## src/rtl/fetch_queue.sv

```systemverilog
// Instruction fetch queue: circular buffer of {PC, instruction} pairs between fetch and decode.
// Handles redirect flush and flags misaligned fetch addresses with a sticky error bit.
module fetch_queue #(
    parameter int unsigned DEPTH = 4
) (
    input  logic                     clock,
    input  logic                     reset,
    input  logic                     flush,
    input  logic                     in_valid,
    input  logic [31:0]              in_address,
    input  logic [31:0]              in_instruction,
    output logic                     in_ready,
    output logic                     out_valid,
    output logic [31:0]              out_address,
    output logic [31:0]              out_instruction,
    input  logic                     out_ready,
    output logic [$clog2(DEPTH):0]   count,
    output logic                     misaligned_error
);

    localparam int unsigned AW = $clog2(DEPTH);
    localparam int unsigned CW = AW + 1;
    localparam logic [CW-1:0] FULL = CW'(DEPTH);

    logic [63:0]   mem [DEPTH];
    logic [AW-1:0] rd_ptr;
    logic [AW-1:0] wr_ptr;
    logic          accept;
    logic          aligned;
    logic          push;
    logic          pop;
    logic          bad;

    always_comb begin
        in_ready  = (count < FULL);
        out_valid = (count != '0);
        aligned   = (in_address[1:0] == 2'b00);
        // A misaligned fetch still completes the handshake; it is just not stored.
        accept    = in_valid & in_ready & ~flush & ~reset;
        push      = accept & aligned;
        bad       = accept & ~aligned;
        pop       = out_valid & out_ready & ~flush & ~reset;
        out_address     = '0;
        out_instruction = '0;
        if (out_valid) begin
            out_address     = mem[rd_ptr][63:32];
            out_instruction = mem[rd_ptr][31:0];
        end
    end

    always_ff @(posedge clock) begin
        if (push) begin
            mem[wr_ptr] <= {in_address, in_instruction};
        end
    end

    always_ff @(posedge clock) begin
        if (reset) begin
            rd_ptr           <= '0;
            wr_ptr           <= '0;
            count            <= '0;
            misaligned_error <= 1'b0;
        end else if (flush) begin
            rd_ptr <= '0;
            wr_ptr <= '0;
            count  <= '0;
        end else begin
            if (push) begin
                wr_ptr <= wr_ptr + 1'b1;
            end
            if (pop) begin
                rd_ptr <= rd_ptr + 1'b1;
            end
            if (bad) begin
                misaligned_error <= 1'b1;
            end
            if (push && !pop) begin
                count <= count + 1'b1;
            end else if (pop && !push) begin
                count <= count - 1'b1;
            end
        end
    end

endmodule

```

## config.mk

```make
export PLATFORM = sky130hd
export DESIGN_NAME = fetch_queue
export DESIGN_NICKNAME = d
export VERILOG_FILES = /design/src/rtl/fetch_queue.sv
export SDC_FILE = /design/constraint.sdc
export NUM_CORES = 1
export LEC_CHECK = 0
export ABC_CLOCK_PERIOD_IN_PS = 4400
export CAP_MARGIN = 30
export CELL_PAD_IN_SITES_DETAIL_PLACEMENT = 1
export CELL_PAD_IN_SITES_GLOBAL_PLACEMENT = 1
export CORE_ASPECT_RATIO = 0.75
export CORE_MARGIN = 2
export CORE_UTILIZATION = 40
export CTS_BUF_LIST = sky130_fd_sc_hd__clkbuf_8
export CTS_CLUSTER_DIAMETER = 80
export DETAILED_ROUTE_END_ITERATION = 10
export PLACE_DENSITY = 0.74
export SLEW_MARGIN = 20
export SYNTH_ARGS = -nofsm -noshare
export SYNTH_HDL_FRONTEND = slang
export SYNTH_SLANG_ARGS = --single-unit
export TNS_END_PERCENT = 10
```

## constraint.sdc

```tcl
create_clock -name clock -period 4.4 [get_ports clock]
set_input_delay 1.1 -clock clock [delete_from_list [all_inputs] [get_ports clock]]
set_output_delay 1.1 -clock clock [all_outputs]
set_load 0.03 [all_outputs]
```

* Yosys cells after proc, flatten, opt, wreduce, memory -nomap -nowiden
Memory sizes are Yosys's and may differ from the RTL's. A register that Yosys moved wholly into a read port is not among the register bits. Index checks and enable logic that the tools add are counted.
Storage, ports and cells: register bits after elaboration 8, RAM bits 256, bits of input ports 69, output and inout port bits 70, logic and storage cells 38, memories 1
Cells by class: add/subtract/negate cells 4, magnitude comparators 1, multiplexer cells 8, bitwise operators 11, reduce and logical (&&, ||, !) cells 9
Memory list:
- mem | words 4, width 64, read ports 1, clocked after Yosys merged registers in 1, wr ports 1, line 25 | logic [63:0] mem [DEPTH];
Operators with widths (count):
- $mux W32 | 2
- $and A1 B1 Y1 | 8
- $mux W3 | 2
- $add A2 B1 Y2 const B | 2
- $mux W2 | 2
- $add A3 B1 Y3 const B | 1
- $lt A3 B3 Y1 const B | 1
- $not A1 Y1 | 3
- $reduce_bool A3 Y1 | 1
- $sub A3 B1 Y3 const B | 1
- $logic_and A1 B1 Y1 | 2
- $logic_not A1 Y1 | 2
- $logic_not A2 Y1 | 1
- $mux W1 | 2
- $reduce_and A2 Y1 | 1
- $reduce_bool A2 Y1 | 1
- $reduce_or A2 Y1 | 1

* Depth between registers and ports, before layout
word-level depth 9, gate-level depth with buffers 9, gate-level depth less buffers 8

* Worst setup path before layout
Ideal clock, no wire load.
path kind in2reg, start point input port in_address[1], end point memory mem[0][0] (enable), setup time 0.429 ns, data arrival time 3.068 ns, data required time 3.971 ns, path slack 0.903 ns, stages 2, path buffers 0, path through nor4b_4 and3_1
On the way: cells in the longest elaborated chain, start to end 4
RTL lines:
- start, declared | line 10 | input logic [31:0] in_address,
- $logic_not A2 Y1 | line 37 | aligned = (in_address[1:0] == 2'b00);
- $and A1 B1 Y1 | line 40 | push = accept & aligned;
- $mux W1 | line 52 | if (push) begin
- $mux W1 (implied by the code) | line 53 | mem[wr_ptr] <= {in_address, in_instruction};
- end, declared | line 25
Every way passes these cells.

==> results.sh <==
export IMPL_outcome="completed"
export IMPL_syn_nets=534
export IMPL_met2RoutedLength_mm=10.09
export IMPL_worstSkewPairLatency_ns=0.53
export IMPL_power_share_sequential_pct=58.0
export IMPL_post_cts_buffers=0
export IMPL_die_y_um=142.8
export IMPL_grt_start_max_net_pins=67
export IMPL_critical_path_peak_fanout=19
export IMPL_worst_r2r_startpoint="count[2]"
export IMPL_postCtsHoldBufs=0
export IMPL_timing_clock_skew_ns=0.01438
export IMPL_ys_warn_count=0
export IMPL_yosys_register_bits=266
export IMPL_max_freq_mhz=249.8
export IMPL_ff2ff_path_depth=8
export IMPL_syn_instance_count=459
export IMPL_rsz_0062_raised_after_global_routing="no"
export IMPL_grt_first_pass_wirelength_mm=32.02
export IMPL_critical_path_reg2reg_endpoint="count[2]"
export IMPL_final_hold_worst_slack_ns=0.4785
export IMPL_cts_num_sinks=266
export IMPL_gp_congestion=0.7335
export IMPL_p_int_mw=3.799
export IMPL_share_of_cells_above_drive_strength_1_pct=19.03
export IMPL_post_route_min_period_ns=4.004
export IMPL_boundaryPins=139
export IMPL_cts_tree="built"
export IMPL_swShare_pct=20.83
export IMPL_clk_pin_slew_worst_paths_ns=0.06
export IMPL_post_synth_top_area_fraction_pct=74.85
export IMPL_final_worst_path_cycle_share_pct=90.99
export IMPL_worst_slew_pin_transition_ns=0.7046
export IMPL_worst_ep_arrival_time_ns=2.90
export IMPL_syn_to_layout_area_delta_pct=24.50
export IMPL_floorplan_core_area_mm2=0.02509
export IMPL_global_route_usage_total_pct=15.71
export IMPL_post_synth_instance_area_mm2=0.01027
export IMPL_total_met3_wirelength_after_detailed_routing_mm=1.341
export IMPL_timing_max_transition_violations_final=0
export IMPL_hold_path_startpoint="misaligned_error"
export IMPL_path_class="register to output pin"
export IMPL_clock_tree_root_cell="sky130_fd_sc_hd__clkbuf_8"
export IMPL_remaining_drc_errors=0
export IMPL_totalNegativeSetupSlack_ns=0
export IMPL_rows=50
export IMPL_ys_top_cells_by_area="sky130_fd_sc_hd__edfxtp_1, sky130_fd_sc_hd__mux4_2, sky130_fd_sc_hd__and2_1"
export IMPL_power_spent_charging_and_discharging_nets_uw=999.6
export IMPL_syn_area_per_cell_um2=22.37
export IMPL_cts_htree_levels=2
export IMPL_number_of_synthesized_flops_with_an_enable_pin=256
export IMPL_ir_worst_vdd_mv=0.2545
export IMPL_comb_power_share_pct=3.6
export IMPL_post_place_ws_ns=0.7344
export IMPL_vias_per_cell=5.006
export IMPL_cp_endpoint="out_address[11]"
export IMPL_slew_limit_headroom_pct=53.02
export IMPL_cp_slowest_stage_delay_ns=0.62
export IMPL_cellLeakagePower_nw=4.070
export IMPL_final_nets=704
export IMPL_data_required_time_of_the_worst_path_ns=3.30
export IMPL_timing_final_ws_setup_ns=0.3965
export IMPL_async_reset_ff_share_pct=0
export IMPL_first_pass_iters=6
export IMPL_timing_critical_path_cells="buf_4, mux4_2, and2_1, clkdlybuf4s50_1"
export IMPL_drt_iter0_markers=272
export IMPL_min_path_type="register to register"
export IMPL_worst_path_max_delay_cell="sky130_fd_sc_hd__clkdlybuf4s50_1"
export IMPL_filler_cell_count=2255
export IMPL_design_die_area_mm2=0.02699
export IMPL_grt_antenna_before_repair=1
export IMPL_share_clk_of_total_power_pct=38.4
export IMPL_power_density_mw_per_mm2=375.3
export IMPL_max_cap_violations=0
export IMPL_ys_dominant_reg_cell="sky130_fd_sc_hd__edfxtp_1"
export IMPL_port_buffer_count=138
export IMPL_highest_metal_used="met5"
export IMPL_wl_per_cell_um=20.44
export IMPL_number_of_global_route_vias_before_repair=5617
export IMPL_startpoint_type="register"
export IMPL_diodes=0
export IMPL_post_drt_antenna_nets=0
export IMPL_place_hpwl_mm=11.96
export IMPL_clock_path_buffers=3
export IMPL_register_area_share_after_synthesis_pct=76.80
export IMPL_initial_utilization_pct=40.94
export IMPL_yosys_cell_types_count=29
export IMPL_crit_path_end_kind="output pin"
export IMPL_cts_buffers_inserted=43
export IMPL_post_synth_top_area_cell="sky130_fd_sc_hd__edfxtp_1"
export IMPL_dr_total_vias=5006
export IMPL_hold_viol=0
export IMPL_wl_met1_mm=8.624
export IMPL_setup_violations_final=0
export IMPL_route_final_wire_length_mm=20.44
export IMPL_die_w_um=189.0
export IMPL_regToRegSetupSlack_ns=1.76
export IMPL_globalRouteOverflowTotal=0
export IMPL_post_cts_resized_instances=0
final cells by class:
class	count	area, µm²	share of cell area, %
clock inverters	34	138.9	1.086
multi-input cells	166	2181	17.06
well taps	338	422.9	3.308
clock buffers	44	605.6	4.736
inverters	5	18.77	0.1468
repair buffers	147	1524	11.92
flip-flops and latches	266	7895	61.75
state kept, by name, indices dropped and copies added, names as in the netlist, named ones only:
register,count
count,3
mem,256
rd_ptr,2
wr_ptr,2
misaligned_error,1
logic make-up (layout without fill, tap and decap cells):
group | count (synthesis) | in the layout | share of synthesized area, %
flip-flops | 266 | 266 | 76.80
AO/OA/AOI/OAI | 7 | 7 | 0.4265
XOR/XNOR | 4 | 4 | 0.3411
multiplexers | 66 | 66 | 14.38
buffers and inverters | 27 | 230 | 2.157
AND/OR/NAND/NOR | 83 | 83 | 5.093
adder cells (fa/ha/maj) | 6 | 6 | 0.8041
through the flow:
stage / instances / area (µm²) / util, % / total power [mW]
global route: 1000 / 12790 / 50.97 / 4.998
floorplan: 459 / 10270 / - / 2.894
detailed placement: 922 / 12040 / 48.00 / 3.010
CTS: 1000 / 12790 / 50.97 / 4.876
finish: 1000 / 12790 / 50.97 / 4.799
global placement: 922 / 12040 / 48.00 / 3.002
power groups by stage:
stage | clock (mW) | combinational, mW | sequential (mW)
final | 1.84 | 0.171 | 2.79
after CTS | 1.92 | 0.173 | 2.79
after global placement | 0 | 0.164 | 2.84
after floorplan | 0 | 0.0530 | 2.84
after global routing | 2.03 | 0.183 | 2.78
after detailed placement | 0 | 0.172 | 2.84
worst min path at each step:
stage                     slack, ns  cells after the start                to
after CTS                      0.48                      2  misaligned_error
after detailed placement       0.47                      2  misaligned_error
after global placement         0.43                      2  misaligned_error
after global routing           0.49                      2  misaligned_error
final                          0.48                      2  misaligned_error
after floorplan                0.48                      2          register
worst max-delay path: cells and delay by family (launching register included):
| family | cells | cell delay [ns] |
|---|---|---|
| mux | 1 | 0.56 |
| simple gates | 1 | 0.19 |
| flops | 1 | 0.60 |
| buf+inv | 2 | 1.02 |
metal layers:
| metal | up-vias | GRT usage, % |
|---|---|---|
| met3 | 43 | 4.596 |
| met4 | 2 | 4.688 |
| met5 | - | 0 |
| met1 | 2591 | 19.33 |
| met2 | 155 | 27.09 |
| li1 | 2215 | - |
cell usage in the layout, fill, tap and decap left out, drive strengths merged, types with 2 or more instances in the layout:
cell type	count
o21ai	2
inv	26
dfxtp	10
clkdlybuf4s50	138
mux2i	2
and2	65
a21oi	2
buf	9
xor2	4
or3	2
ha	5
clkinv	12
edfxtp	256
nor2	7
clkbuf	44
and3	4
mux4	64
cells in the mapped netlist (2+ instances only):
master	instances
sky130_fd_sc_hd__edfxtp_1	256
sky130_fd_sc_hd__and2_1	65
sky130_fd_sc_hd__mux4_2	60
sky130_fd_sc_hd__dfxtp_1	10
sky130_fd_sc_hd__buf_2	8
sky130_fd_sc_hd__nor2_1	7
sky130_fd_sc_hd__buf_12	6
sky130_fd_sc_hd__ha_1	5
sky130_fd_sc_hd__inv_1	5
sky130_fd_sc_hd__and3_1	4
sky130_fd_sc_hd__clkbuf_2	4
sky130_fd_sc_hd__mux4_1	4
sky130_fd_sc_hd__xor2_1	4
sky130_fd_sc_hd__clkbuf_1	3
sky130_fd_sc_hd__a21oi_1	2
sky130_fd_sc_hd__mux2i_1	2
sky130_fd_sc_hd__o21ai_0	2
Note: power is estimated with default switching activity, not from simulation.
